### config.mk
export PLATFORM = sky130hd
export DESIGN_NAME = regfile_scoreboard
export DESIGN_NICKNAME = d
export VERILOG_FILES = /design/src/rtl/regfile_scoreboard.sv
export SDC_FILE = /design/constraint.sdc
export NUM_CORES = 2
export LEC_CHECK = 0
export CORE_ASPECT_RATIO = 1.25
export CORE_UTILIZATION = 55
export DETAILED_ROUTE_END_ITERATION = 8
export HOLD_SLACK_MARGIN = 0.08
export PLACE_DENSITY = 0.72
export SLEW_MARGIN = 20
export SYNTH_ARGS = -nofsm -noshare
export SYNTH_HDL_FRONTEND = slang
export SYNTH_SLANG_ARGS = --single-unit
### constraint.sdc
create_clock -name Clk -period 5.35 [get_ports Clk]
set_clock_uncertainty 0.1 [all_clocks]
set_input_delay 0.8025 -clock Clk [delete_from_list [all_inputs] [get_ports Clk]]
set_output_delay 0.8025 -clock Clk [all_outputs]
set_load 0.05 [all_outputs]
### src/rtl/regfile_scoreboard.sv
`default_nettype none
// ============================================================================
// Module   : regfile_scoreboard
// Brief    : NR-read / 1-write register file with write-through bypass,
//            optional hardwired zero register and per-register busy scoreboard.
// Revision : 1.0 - initial release
// ============================================================================
module regfile_scoreboard #(
    parameter int W        = 32,
    parameter int DEPTH    = 32,
    parameter int AW       = $clog2(DEPTH),
    parameter int NR       = 2,
    parameter int ZERO_REG = 1
) (
    input  logic            Clk,
    input  logic            Rst_n,
    input  logic [NR*AW-1:0] RA,
    output logic [NR*W-1:0]  RD,
    output logic [NR-1:0]    RBusy,
    input  logic            WE,
    input  logic [AW-1:0]   WA,
    input  logic [W-1:0]    WD,
    input  logic            Rsv,
    input  logic [AW-1:0]   RsvA,
    output logic            BusyAny
);

    localparam bit c_zero = (ZERO_REG != 0);

    logic [W-1:0]     r_mem [DEPTH];
    logic [DEPTH-1:0] r_busy;
    logic [DEPTH-1:0] w_busy_nxt;
    logic             w_wr_en;
    logic             w_rsv_en;

    assign w_wr_en  = WE  && !(c_zero && (WA   == '0));
    assign w_rsv_en = Rsv && !(c_zero && (RsvA == '0));

    // Reserve is applied after the write clear so a same-edge producer wins.
    always_comb begin
        w_busy_nxt = r_busy;
        if (w_wr_en) begin
            w_busy_nxt[WA] = 1'b0;
        end
        if (w_rsv_en) begin
            w_busy_nxt[RsvA] = 1'b1;
        end
    end

    always_ff @(posedge Clk or negedge Rst_n) begin
        if (!Rst_n) begin
            for (int i = 0; i < DEPTH; i++) begin
                r_mem[i] <= '0;
            end
            r_busy <= '0;
        end else begin
            if (w_wr_en) begin
                r_mem[WA] <= WD;
            end
            r_busy <= w_busy_nxt;
        end
    end

    for (genvar gi = 0; gi < NR; gi++) begin : g_rd
        logic [AW-1:0] w_ra;
        logic [W-1:0]  w_rdata;
        logic          w_rbusy;

        assign w_ra = RA[gi*AW +: AW];

        // Reset gating keeps the bypass path quiet while Rst_n is low.
        always_comb begin
            w_rdata = '0;
            w_rbusy = 1'b0;
            if (Rst_n && !(c_zero && (w_ra == '0))) begin
                if (WE && (WA == w_ra)) begin
                    w_rdata = WD;
                end else begin
                    w_rdata = r_mem[w_ra];
                    w_rbusy = r_busy[w_ra];
                end
            end
        end

        assign RD[gi*W +: W] = w_rdata;
        assign RBusy[gi]     = w_rbusy;
    end

    assign BusyAny = |r_busy;

endmodule
`default_nettype wire
==> run_results.csv <==
group,metric,value,unit
clock_network,cts.sinks,1056,
clock_network,clkTransAtPathRegs,0.07,ns
global_route,grtUsageTotal,33.67,%
global_route,gr-usage-met3,5.630,%
power_and_ir_drop,p_leak,28.34,nW
power_and_ir_drop,ir_worst_vdd,0.2662,mV
logic_synthesis,yosysSeqAreaShare,46.20,%
floorplanning,start_util,55.75,%
drt,wl,175800,µm
global_route,grt_pass1_wl,262000,µm
run,drv_cap,0,
timing,setup_viol,0,
power_and_ir_drop,power.density,371.2,mW/mm²
global_route,busiest_layer,"met2",
drt,drc,0,
logic_synthesis,netlist_top_cells_area,"dfrtp_1, mux2_2, mux4_2, mux2i_1, a221oi_1",
floorplanning,rows,131,
logic_synthesis,yosys.area.top_type,"dfrtp_1",
drt,drt-pass1-iter-count,6,
critical_path,crit_slowest_cell,"nor2_4",
critical_path,rr_worst_depth,1,
place,gp_congestion,0.8602,
critical_path,r2r-end,"r_mem[253]$_DFFE_PN0P_",
logic_synthesis,yosys_most_used_dff,"dfrtp_1",
logic_synthesis,synth-seq-cells,1056,
status,status,"finished clean",
critical_path,cp_slowest_stage_delay,0.87,ns
timing,fin_ws,0.3495,ns
logic_synthesis,async_reset_ff_share,100.0,%
logic_synthesis,synth_cell_type_count,53,
logic_synthesis,avgSynthCellArea,14.11,µm²
clock_network,cts_resized,0,
clock_network,cts_inserted_buffers,107,
drt,drt_iter0_drc,4255,
final_layout,nNetsFinal,4020,
timing,finalCriticalPeriod,5.001,ns
drt,via_per_inst,7.146,
critical_path,reg2reg_from,"r_mem[253]$_DFFE_PN0P_",
logic_synthesis,yosysWarningCount,0,
hold_path,holdPathStages,0,
power_and_ir_drop,share_comb_of_total_power,21.3,%
clock_network,clock_latency,0.71,ns
place,dp.cells,5183,
drt,vias,38450,
final_layout,final_cell_mix,"dfrtp_1, mux2_2, mux4_2",
logic_synthesis,syn_nets,4111,
logic_synthesis,synth_area,0.05720,mm²
final_layout,area_delta_synth_final,11.86,%
hold_path,hold_path_class,"flop to flop",
timing,rsz0062_at_grt,"no",
timing,maxSlewHeadroom,26.69,%
global_route,use_met2,54.06,%
critical_path,cp-start-kind,"input port",
power_and_ir_drop,p_int,17.09,mW
power_and_ir_drop,p_switching,6.656,mW
clock_network,clock_path_buffers,3,
final_layout,finish.utilization,62.36,%
timing,report.final.hold_viol_count,0,
final_layout,postLayoutCellArea,0.06398,mm²
place,dpl_worst_slack,0.4749,ns
floorplanning,io_pins,123,
floorplanning,fp.dieW,290.4,µm
power_and_ir_drop,switching_share,28.03,%
floorplanning,dieArea,0.1053,mm²
timing,period_share,93.47,%
critical_path,required,4.45,ns
drt,wire_per_inst,32.67,µm
critical_path,crit_fanout,19,
final_layout,fillCellCount,7655,
logic_synthesis,netlist_instances,4055,
place,port_buffers,122,
critical_path,path_cells,"clkdlybuf4s50_1, xor2_1, nor3_1, nand3b_1, nor2_4, buf_4, a221o_1, buf_12",
critical_path,critPathArrivalTime,4.10,ns
global_route,grt_max_degree,183,
hold_path,hold_start,"r_mem[1022]$_DFFE_PN0P_",
hold_path,hold_end,"r_mem[1022]$_DFFE_PN0P_",
global_route,grt_overflow,0,
clock_network,cts_tree,"yes",
logic_synthesis,synth_edf_count,0,
critical_path,critical_path.endpoint_type,"primary output",
clock_network,cts_max_level,3,
global_route,use_met1,45.25,%
floorplanning,coreArea,0.1026,mm²
timing,drv_slew,0,
power_and_ir_drop,p_clk_share,33.9,%
final_layout,final_common_cell,"dfrtp_1",
final_layout,drive_gt1_share,45.04,%
final_layout,fin_cells,5381,
global_route,antenna_found_initial,1,
global_route,grt_pass1_vias,39480,
timing,setup_tns,0,ns
critical_path,worstSetupPathType,"input port to primary output",
place,dp_hpwl,96650,µm
drt,ant_nets,0,
place,placed_cell_area,0.06027,mm²
timing,fmax,200.0,MHz
floorplanning,dieHeight,362.6,µm
critical_path,r2r_setup_slack,4.43,ns
timing,tightestPinTransition,1.096,ns
logic_synthesis,netlist.area_leader.share,46.20,%
power_and_ir_drop,p_seq_share,44.8,%
clock_network,clockRootBuffer,"clkbuf_16",
layout make-up:
type | instances | area [µm²] | share of cell area [%]
diodes | 1 | 2.502 | 0.003911
clock buffers | 145 | 3084 | 4.820
flip-flops and latches | 1056 | 26430 | 41.30
repair buffers | 264 | 3174 | 4.961
inverters | 6 | 25.02 | 0.03911
clock inverters | 50 | 656.9 | 1.027
well taps | 1330 | 1664 | 2.601
multi-input cells | 2529 | 28950 | 45.25
worst max-delay path, delay by kind of cell:
kind | cells | cell delay [ns]
buffers and inverters | 3 | 1.20
XOR/XNOR | 1 | 0.24
AND/OR/NAND/NOR | 3 | 1.44
AO/OA/AOI/OAI | 1 | 0.38
how the worst max path moves through the flow:
stage,startpoint,to,slack [ns]
3_5_place_dp,WA[1],RD[55],0.47
6_report,WA[1],RD[53],0.35
3_3_place_gp,WA[1],RD[55],0.56
4_1_cts,WA[1],RD[55],0.46
5_1_grt,WA[1],RD[55],0.28
2_1_floorplan,RA[5],RD[60],1.13
what timing repair did:
action | 4_1_cts | 5_1_grt
hold buffers | 1 | 0
endpoints found under the hold margin | 28 | 0
buffers inserted | 0 | 0
power by group through the flow:
stage / clock network (mW) / registers (mW) / logic, mW
final: 8.05 / 10.6 / 5.05
after global placement: 0 / 10.6 / 4.92
after CTS: 8.13 / 10.6 / 5.05
after global routing: 8.43 / 10.8 / 5.39
after detailed placement: 0 / 10.7 / 5.03
after floorplan: 0 / 10.4 / 3.80
logic make-up (layout without fill, tap and decap cells):
kind of cell	after synthesis	in the layout	share of synthesized area, %
compound gates	561	561	7.212
flops	1056	1056	46.20
simple gates	205	205	1.667
mux	1753	1753	41.05
xor+xnor	10	10	0.1531
buf+inv	470	465	3.714
other cells	0	1	0
per-layer routing:
layer | vias to the layer above | routed length, µm
met5 | - | 0
met4 | 0 | 8247
met3 | 463 | 14560
met2 | 1873 | 83760
met1 | 20600 | 69230
li1 | 15520 | -
registers in the layout, summed over array words and instances, names as in the netlist:
register	flops
r_busy	32
r_mem	1024
through the flow:
stage / power (mW) / hold WS, ns
floorplan: 14.17 / 0.3413
global placement: 15.53 / 0.2765
detailed placement: 15.75 / 0.2842
CTS: 23.77 / 0.2975
global route: 24.66 / 0.3082
finish: 23.75 / 0.2948
synth_stat cells, types with 5 or more instances:
cell and instances:
mux2i_1 357, nor3_1 7, nor4_1 9, mux4_2 372
buf_2 90, mux2_2 995, a32o_1 5, nor2_1 33
o211ai_1 33, dfrtp_1 1056, buf_6 15, xnor2_1 6
o21ai_0 77, a211o_1 31, a221oi_1 128, nand2_1 87
clkbuf_1 268, a22o_1 7, a221o_1 30, buf_1 55
o211a_1 31, nand3_1 35, a22oi_1 95, o21ai_1 18
a21oi_1 91, mux2_1 29, buf_4 33, and3_1 5
(Power assumes the default switching activity.)
